## src/rtl/dwt_pkg.sv

```systemverilog
`default_nettype none
// ============================================================================
// Module : dwt_pkg
// Shared constants and controller state encoding for the 5/3 lifting DWT.
// Rev    : 1.0  initial release
// ============================================================================
package dwt_pkg;

  localparam int DWT_SEG_LEN  = 16;
  localparam int DWT_SAMPLE_W = 8;

  typedef enum logic [2:0] {
    IDLE  = 3'd0,
    EVEN  = 3'd1,
    ODD   = 3'd2,
    DRAIN = 3'd3
  } dwt_state_t;

endpackage
`default_nettype wire

```

## src/rtl/dwt_strobe_pipe.sv

```systemverilog
`default_nettype none
// ============================================================================
// Module : dwt_strobe_pipe
// Two-stage strobe delay carrying {en, mirror, idx}; kill clears both stages.
// Rev    : 1.0  initial release
// ============================================================================
module dwt_strobe_pipe #(
  parameter int IDX_W = 3
) (
  input  logic             clk,
  input  logic             rst,
  input  logic             i_kill,
  input  logic             i_en,
  input  logic             i_mirror,
  input  logic [IDX_W-1:0] i_idx,
  output logic             o_s1_en,
  output logic             o_s1_mirror,
  output logic             o_s2_en,
  output logic [IDX_W-1:0] o_s2_idx
);

  logic             r_s1_en;
  logic             r_s1_mirror;
  logic [IDX_W-1:0] r_s1_idx;
  logic             r_s2_en;
  logic [IDX_W-1:0] r_s2_idx;

  // Qualifiers are zeroed when the strobe is idle so idle outputs stay quiet.
  always_ff @(posedge clk or posedge rst) begin
    if (rst) begin
      r_s1_en     <= 1'b0;
      r_s1_mirror <= 1'b0;
      r_s1_idx    <= '0;
      r_s2_en     <= 1'b0;
      r_s2_idx    <= '0;
    end else if (i_kill) begin
      r_s1_en     <= 1'b0;
      r_s1_mirror <= 1'b0;
      r_s1_idx    <= '0;
      r_s2_en     <= 1'b0;
      r_s2_idx    <= '0;
    end else begin
      r_s1_en     <= i_en;
      r_s1_mirror <= i_en & i_mirror;
      r_s1_idx    <= i_en ? i_idx : '0;
      r_s2_en     <= r_s1_en;
      r_s2_idx    <= r_s1_idx;
    end
  end

  assign o_s1_en     = r_s1_en;
  assign o_s1_mirror = r_s1_mirror;
  assign o_s2_en     = r_s2_en;
  assign o_s2_idx    = r_s2_idx;

endmodule
`default_nettype wire

```

## src/rtl/dwt_lift_ctrl.sv

```systemverilog
`default_nettype none
// ============================================================================
// Module : dwt_lift_ctrl
// Segment sequencer for the streaming 5/3 lifting DWT: enables, mirrors, valids.
// Rev    : 1.0  initial release
// ============================================================================
module dwt_lift_ctrl
  import dwt_pkg::*;
#(
  parameter int SEG_LEN = DWT_SEG_LEN,
  parameter int CNT_W   = $clog2(SEG_LEN),
  parameter int IDX_W   = CNT_W - 1
) (
  input  logic             clk,
  input  logic             reset,
  input  logic             in_valid,
  input  logic             clr,
  output logic             shift_en,
  output logic             pred_en,
  output logic             pred_mirror,
  output logic             upd_en,
  output logic             upd_mirror,
  output logic             h_valid,
  output logic             l_valid,
  output logic [IDX_W-1:0] h_idx,
  output logic [IDX_W-1:0] l_idx,
  output logic [2:0]       state
);

  localparam logic [CNT_W-1:0] c_last = CNT_W'(SEG_LEN - 1);

  dwt_state_t       r_state;
  dwt_state_t       w_state_nxt;
  logic [CNT_W-1:0] r_k;
  logic [IDX_W-1:0] r_pred_idx;
  logic [IDX_W-1:0] w_pred_idx;
  logic             w_accept;
  logic             w_last;
  logic             w_pred_en;
  logic             w_pred_mirror;
  logic             w_busy;

  assign w_accept = in_valid & ~clr;
  assign shift_en = w_accept & ~reset;
  assign w_last   = (r_k == c_last);

  // Even k>=2 closes H[(k-2)/2]; the last odd sample closes H[SEG_LEN/2-1] by mirroring.
  assign w_pred_en     = w_accept & (w_last | (~r_k[0] & (r_k != '0)));
  assign w_pred_mirror = w_accept & w_last;
  assign w_pred_idx    = w_last ? r_k[CNT_W-1:1] : r_k[CNT_W-1:1] - IDX_W'(1);

  always_ff @(posedge clk or posedge reset) begin
    if (reset) begin
      r_k <= '0;
    end else if (clr) begin
      r_k <= '0;
    end else if (in_valid) begin
      r_k <= w_last ? '0 : r_k + CNT_W'(1);
    end
  end

  // Index of the H currently being predicted, feeding the update stage.
  always_ff @(posedge clk or posedge reset) begin
    if (reset) begin
      r_pred_idx <= '0;
    end else if (clr) begin
      r_pred_idx <= '0;
    end else begin
      r_pred_idx <= w_pred_en ? w_pred_idx : '0;
    end
  end

  always_ff @(posedge clk or posedge reset) begin
    if (reset) begin
      r_state <= IDLE;
    end else begin
      r_state <= w_state_nxt;
    end
  end

  assign w_busy = pred_en | upd_en | h_valid | l_valid;

  always_comb begin
    w_state_nxt = r_state;
    if (clr) begin
      w_state_nxt = IDLE;
    end else if (in_valid) begin
      if (w_last) begin
        w_state_nxt = DRAIN;
      end else if (r_k[0]) begin
        w_state_nxt = EVEN;
      end else begin
        w_state_nxt = ODD;
      end
    end else if (r_state == DRAIN && !w_busy) begin
      w_state_nxt = IDLE;
    end
  end

  assign state = r_state;

  dwt_strobe_pipe #(.IDX_W(IDX_W)) u_pipe_h (
    .clk         (clk),
    .rst         (reset),
    .i_kill      (clr),
    .i_en        (w_pred_en),
    .i_mirror    (w_pred_mirror),
    .i_idx       (w_pred_idx),
    .o_s1_en     (pred_en),
    .o_s1_mirror (pred_mirror),
    .o_s2_en     (h_valid),
    .o_s2_idx    (h_idx)
  );

  // Only L[0] lacks a left neighbour, so it reuses H[0].
  dwt_strobe_pipe #(.IDX_W(IDX_W)) u_pipe_l (
    .clk         (clk),
    .rst         (reset),
    .i_kill      (clr),
    .i_en        (pred_en),
    .i_mirror    (r_pred_idx == '0),
    .i_idx       (r_pred_idx),
    .o_s1_en     (upd_en),
    .o_s1_mirror (upd_mirror),
    .o_s2_en     (l_valid),
    .o_s2_idx    (l_idx)
  );

endmodule
`default_nettype wire

```

## config.mk

```make
export PLATFORM = sky130hd
export DESIGN_NAME = dwt_lift_ctrl
export DESIGN_NICKNAME = d
export VERILOG_FILES = /design/src/rtl/dwt_pkg.sv /design/src/rtl/dwt_strobe_pipe.sv /design/src/rtl/dwt_lift_ctrl.sv
export SDC_FILE = /design/constraint.sdc
export NUM_CORES = 1
export LEC_CHECK = 0
export CORE_MARGIN = 5
export CORE_UTILIZATION = 51
export CTS_BUF_LIST = sky130_fd_sc_hd__clkbuf_4
export CTS_CLUSTER_SIZE = 30
export DETAILED_ROUTE_END_ITERATION = 8
export GPL_ROUTABILITY_DRIVEN = 0
export PLACE_DENSITY = 0.76
export SYNTH_ARGS = -nofsm -noshare
export SYNTH_HDL_FRONTEND = slang
export SYNTH_SLANG_ARGS = --single-unit
```

## constraint.sdc

```tcl
create_clock -name clk -period 1.5 [get_ports clk]
set_input_delay 0.15 -clock clk [delete_from_list [all_inputs] [get_ports clk]]
set_output_delay 0.15 -clock clk [all_outputs]
set_load 0.005 [all_outputs]
```

# == After elaboration in Yosys (flattened, before gate mapping) ==
# Index checks and enable logic that the tools add are counted.
# totals
regBits,24
inputBits,4
wordCells,55
# classes
n_addsub,2
n_eq_ne,2
n_mux,20
bitwise_logic,14
n_reduce_logical,6
# op_table
op,n
$mux 3,10
$mux 4,3
$and 1x1->1,7
$mux 1,5
$add 4x1->4 const B,1
$eq 4x4->1 const B,1
$mux 2,2
$or 1x1->1,4
$reduce_bool 4->1,1
$eq 3x2->1 const B,1
$logic_not 3->1,1
$not 1->1,3
$reduce_bool 3->1,1
$sub 3x1->3 const B,1
$reduce_bool 2->1,1
$logic_and 1x1->1,1
$logic_not 1->1,1

# == Longest topological paths before layout ==
# logic_depth
depth_word,8
mapped_depth,5
mapped_depth_nobuf,5

# == By module ==
# From an unflattened synthesis, not the netlist that was laid out.
# unflattened
cells_unflattened,102
area_unflattened_um2,1201.2
# modules_own_cells
module,instances,cells_each,area_per_inst_um2,seq_area_each_um2
dwt_strobe_pipe,2,19,312.8,225.2
dwt_lift_ctrl,1,64,575.6,225.2

# == Worst setup path before layout ==
# OpenSTA, ideal clock, no wires.
# synth_path
kind,reg2reg
from,register r_k[0]
to,register u_pipe_h.r_s1_idx[0]
setup_ns,0.082
arrival_ns,1.252
required_ns,1.418
setup_slack_ns,0.166
stages_incl_launch_ff,5
n_path_buf,0
period_less_slack_ns,1.334
cell_sequence,dfrtp_1 -> ha_1 -> nand3_1 -> or2_2 -> o22ai_1
# synth_via
elab_chain_cells,6
word_cells_on_any_way,9
classes_between,eq/ne: 1; mux: 3; bitwise: 4; reduce/logical: 1
# synth_lines
item,line_no,text
"start, declared",dwt_lift_ctrl.sv:34,logic [CNT_W-1:0] r_k;
"start signal, assigned",dwt_lift_ctrl.sv:58,r_k <= w_last ? '0 : r_k + CNT_W'(1);
$reduce_bool 4->1 or $not 1->1 (tied branches),dwt_lift_ctrl.sv:48,assign w_pred_en = w_accept & (w_last | (~r_k[0] & (r_k != '0)));
$and 1x1->1,dwt_lift_ctrl.sv:48,
$or 1x1->1,dwt_lift_ctrl.sv:48,
$and 1x1->1,dwt_lift_ctrl.sv:48,
$mux 3 *,dwt_strobe_pipe.sv:45,r_s1_idx <= i_en ? i_idx : '0;
$mux 3 *,dwt_strobe_pipe.sv:36,end else if (i_kill) begin
"end signal, assigned",dwt_strobe_pipe.sv:45,
"end, declared",dwt_strobe_pipe.sv:24,logic [IDX_W-1:0] r_s1_idx;
# Every way passes the cells marked *; elsewhere a longest branch is shown, timed or not.
# A chain may end at the register's enable or synchronous reset.

# == Worst setup path after layout ==
# layout_path
from,"register u_pipe_h.r_s2_en, in the netlist u_pipe_h.o_s2_en"
to,output h_valid
# layout_lines
item,line_no,text
"start, declared",dwt_strobe_pipe.sv:25,logic r_s2_en;
"start signal, assigned",dwt_strobe_pipe.sv:46,r_s2_en <= r_s1_en;
"end, declared",dwt_lift_ctrl.sv:23,"output logic h_valid,"
# No word-level cell between the ends.

==> impl_metrics.json <==
{
  "status": "finished clean",
  "final_area_um2": 1210,
  "routed_wl_mm": 1.64,
  "hold_class": "input port to async pin",
  "insertion_delay_ps": 300,
  "ctsHtreeMaxLevel": 1,
  "start_kind": "register",
  "startpoint": "u_pipe_h.o_s2_en$_DFF_PP0_",
  "first_global_vias": 670,
  "timing.rr.end": "u_pipe_h.r_s1_idx[2]$_DFF_PP0_",
  "synth_top_cell_area_share_pct": 59.9,
  "synth_top_area_cell": "dfrtp_1",
  "slew_viol_final": 0,
  "post-synth-top-count-cell": "dfrtp_1",
  "power_frac_seq_pct": 62.5,
  "async_flop_share_pct": 100,
  "core-area_um2": 1760,
  "switching_share_pct": 23.5,
  "crit_arrival_ps": 1220,
  "final_nets": 114,
  "pin_count": 20,
  "numPortBuffers": 18,
  "cts_buffers": 3,
  "grt_remaining_overflow": 0,
  "grt_usage_pct": 14.1,
  "nFillCells": 153,
  "cp-endpoint": "h_valid",
  "power_frac_comb_pct": 11.7,
  "end_kind": "primary output",
  "path_max_fanout": 5,
  "postPlaceCellArea_um2": 1190,
  "setup_violations": 0,
  "max_freq_ghz": 0.730,
  "power.internal_w": 0.000802,
  "p_switching_w": 0.000246,
  "grt_setup_unrepaired": "false",
  "synth-seq-area-share_pct": 59.9,
  "vias_per_cell": 4.98,
  "p_per_area_nw_per_um2": 864,
  "postRouteAntennaNets": 0,
  "die_height_um": 53.4,
  "grt_pass1_wl_mm": 2.78,
  "peakVddDrop_uv": 626,
  "dp_hpwl_mm": 1.26,
  "synth_cell_types": 26,
  "cts_tree": "built",
  "cts_hold_buf": 0,
  "regToRegSetupSlack_ps": 170,
  "num_antenna_cells": 0,
  "p_clk_share_pct": 25.8,
  "cpPeakStageDelay_ps": 520,
  "rows": 15,
  "path_clk_slew_ps": 120,
  "drt_iter0_drc": 15,
  "synth_seq_cells": 23,
  "synth.area.top_cells": "dfrtp_1, ha_1, nor2b_1, inv_1, nor2_1",
  "synthTopCellsByCount": "dfrtp_1, nor2b_1, inv_1, nor2_1",
  "synth_nets": 89,
  "r2r_start": "r_k[0]$_DFFE_PP0P_",
  "drc": 0,
  "finalCritPeriodShare_pct": 91.4,
  "crit_family": "buffers and inverters",
  "syn_area_um2": 961,
  "r2r_cells": 4,
  "clock-sinks": 23,
  "leakage_nw": 0.596,
  "worstPathRequired_ps": 1350,
  "start_util_pct": 54.5,
  "drv_cap": 0,
  "drt-pass1-iter-count": 4,
  "dieWidth_um": 53.4,
  "layout-drive-gt1-share_pct": 12.4,
  "crit_type": "register to primary output",
  "p_total_w": 0.00105,
  "finalClockSkew_ps": 5.44,
  "synth_ff_type": "dfrtp_1",
  "cts_root_buffer": "clkbuf_4",
  "netlist_instances": 81,
  "grt_max_degree": 24,
  "finalHoldViolCount": 0,
  "cp_num_buf_inv": 1,
  "clockBufferDepth": 2,
  "antenna_found_initial": 0,
  "worst-path-stages": 1,
  "yosysWarnings": 0,
  "synth-edff-count": 0,
  "syn_avg_cell_area_um2": 11.9,
  "critPathSlowestCell": "clkdlybuf4s50_1",
  "via_count": 647,
  "drt-wirelength-per-cell_um": 12.6,
  "syn_to_final_growth_pct": 26.3,
  "die-area_um2": 2850,
  "path_cells": "clkdlybuf4s50_1",
  "period_minus_slack_ps": 1370
}
-- per-stage QoR --
step                      instances  setup WS (ps)  hold WS (ps)  setup TNS [ps]  utilization (%)
after global routing            130           41.2           243               0             68.8
after floorplan                  81            166           152               0                -
after detailed placement        126          -53.8           445           -53.8             67.3
final                           130            129           200               0             68.8
after global placement          126           13.1           434               0             67.3
after CTS                       130           99.4           210               0             68.8
-- routing by layer --
layer,share of wire [%],wire (um),up-vias,GRT usage [%]
li1,-,-,318,-
met1,41,667,313,12.6
met2,53,866,14,27.6
met3,4.9,80,2,2.54
met4,1.7,28,0,9.79
met5,0,0,-,0
-- kinds of logic (layout without fill, tap and decap cells) --
logic type / Yosys count / after routing / share of synthesized area, %
simple gates: 28 / 28 / 17.6
flops: 23 / 23 / 59.9
compound gates: 12 / 12 / 8.59
buf+inv: 10 / 34 / 5.47
fa+ha+maj: 4 / 4 / 5.21
xor+xnor: 2 / 2 / 1.82
other cells: 1 / 1 / 0.390
mux: 1 / 1 / 1.04
-- cells in the final DEF, fill, tap and decap left out --
master,Yosys,routed
dfrtp_1,23,23
clkdlybuf4s50_1,0,17
nor2b_1,8,8
inv_1,6,6
nor2_1,6,6
buf_4,2,6
a21oi_1,4,4
nand2_1,4,4
ha_1,4,4
and2_1,3,3
clkbuf_4,0,3
or4b_1,2,2
a311oi_1,2,2
o21ai_0,2,2
xnor2_1,2,2
nand3_1,1,1
nand2b_4,1,1
a211o_1,1,1
or2_2,1,1
o22ai_1,1,1
o31ai_2,1,1
nor4b_1,1,1
nand4b_1,1,1
a22oi_1,1,1
mux2i_1,1,1
conb_1,1,1
clkinv_2,0,1
dlygate4sd2_1,0,1
-- repair_timing --
item,CTS,global route
endpoints found under the setup margin,1,0
endpoints found under the hold margin,0,0
buffers inserted,0,0
resized for setup,1,0
-- power by group through the flow --
| stage | Sequential, W | Combinational [W] | Clock [W] |
|---|---|---|---|
| final | 0.000655 | 0.000122 | 0.000271 |
| after global routing | 0.000659 | 0.000137 | 0.000308 |
| after CTS | 0.000656 | 0.000125 | 0.000281 |
| after detailed placement | 0.000668 | 0.000125 | 0 |
| after global placement | 0.000666 | 0.000122 | 0 |
| after floorplan | 0.000667 | 0.0000690 | 0 |
-- how the worst min path moves through the flow --
| stage | endpoint | cells past startpoint |
|---|---|---|
| 2_1_floorplan | r_k[0]$_DFFE_PP0P_ | 1 |
| 3_3_place_gp | u_pipe_l.o_s1_mirror$_DFF_PP0_ | 1 |
| 3_5_place_dp | u_pipe_l.o_s1_mirror$_DFF_PP0_ | 1 |
| 4_1_cts | u_pipe_l.o_s2_idx[1]$_DFF_PP0_ | 3 |
| 5_1_grt | u_pipe_l.o_s2_idx[1]$_DFF_PP0_ | 3 |
| 6_report | u_pipe_h.o_s2_idx[0]$_DFF_PP0_ | 3 |
-- registers in the layout (all words and copies together) (netlist names), 2 cells and up --
| name | count |
|---|---|
| r_k | 4 |
| u_pipe_h.o_s2_idx | 3 |
| u_pipe_h.r_s1_idx | 3 |
| u_pipe_l.o_s2_idx | 3 |
| u_pipe_l.r_s1_idx | 3 |
| state | 2 |
-- final cells by class --
type                    instances  area (um2)  share of cell area, %
clock inverters                 1        5.00                  0.412
clock buffers                   3        22.5                   1.86
repair buffers                 24         224                   18.5
inverters                       6        22.5                   1.86
multi-input cells              48         333                   27.4
flip-flops and latches         23         576                   47.4
well taps                      25        31.3                   2.58
Note: power is estimated with default switching activity, not from simulation.
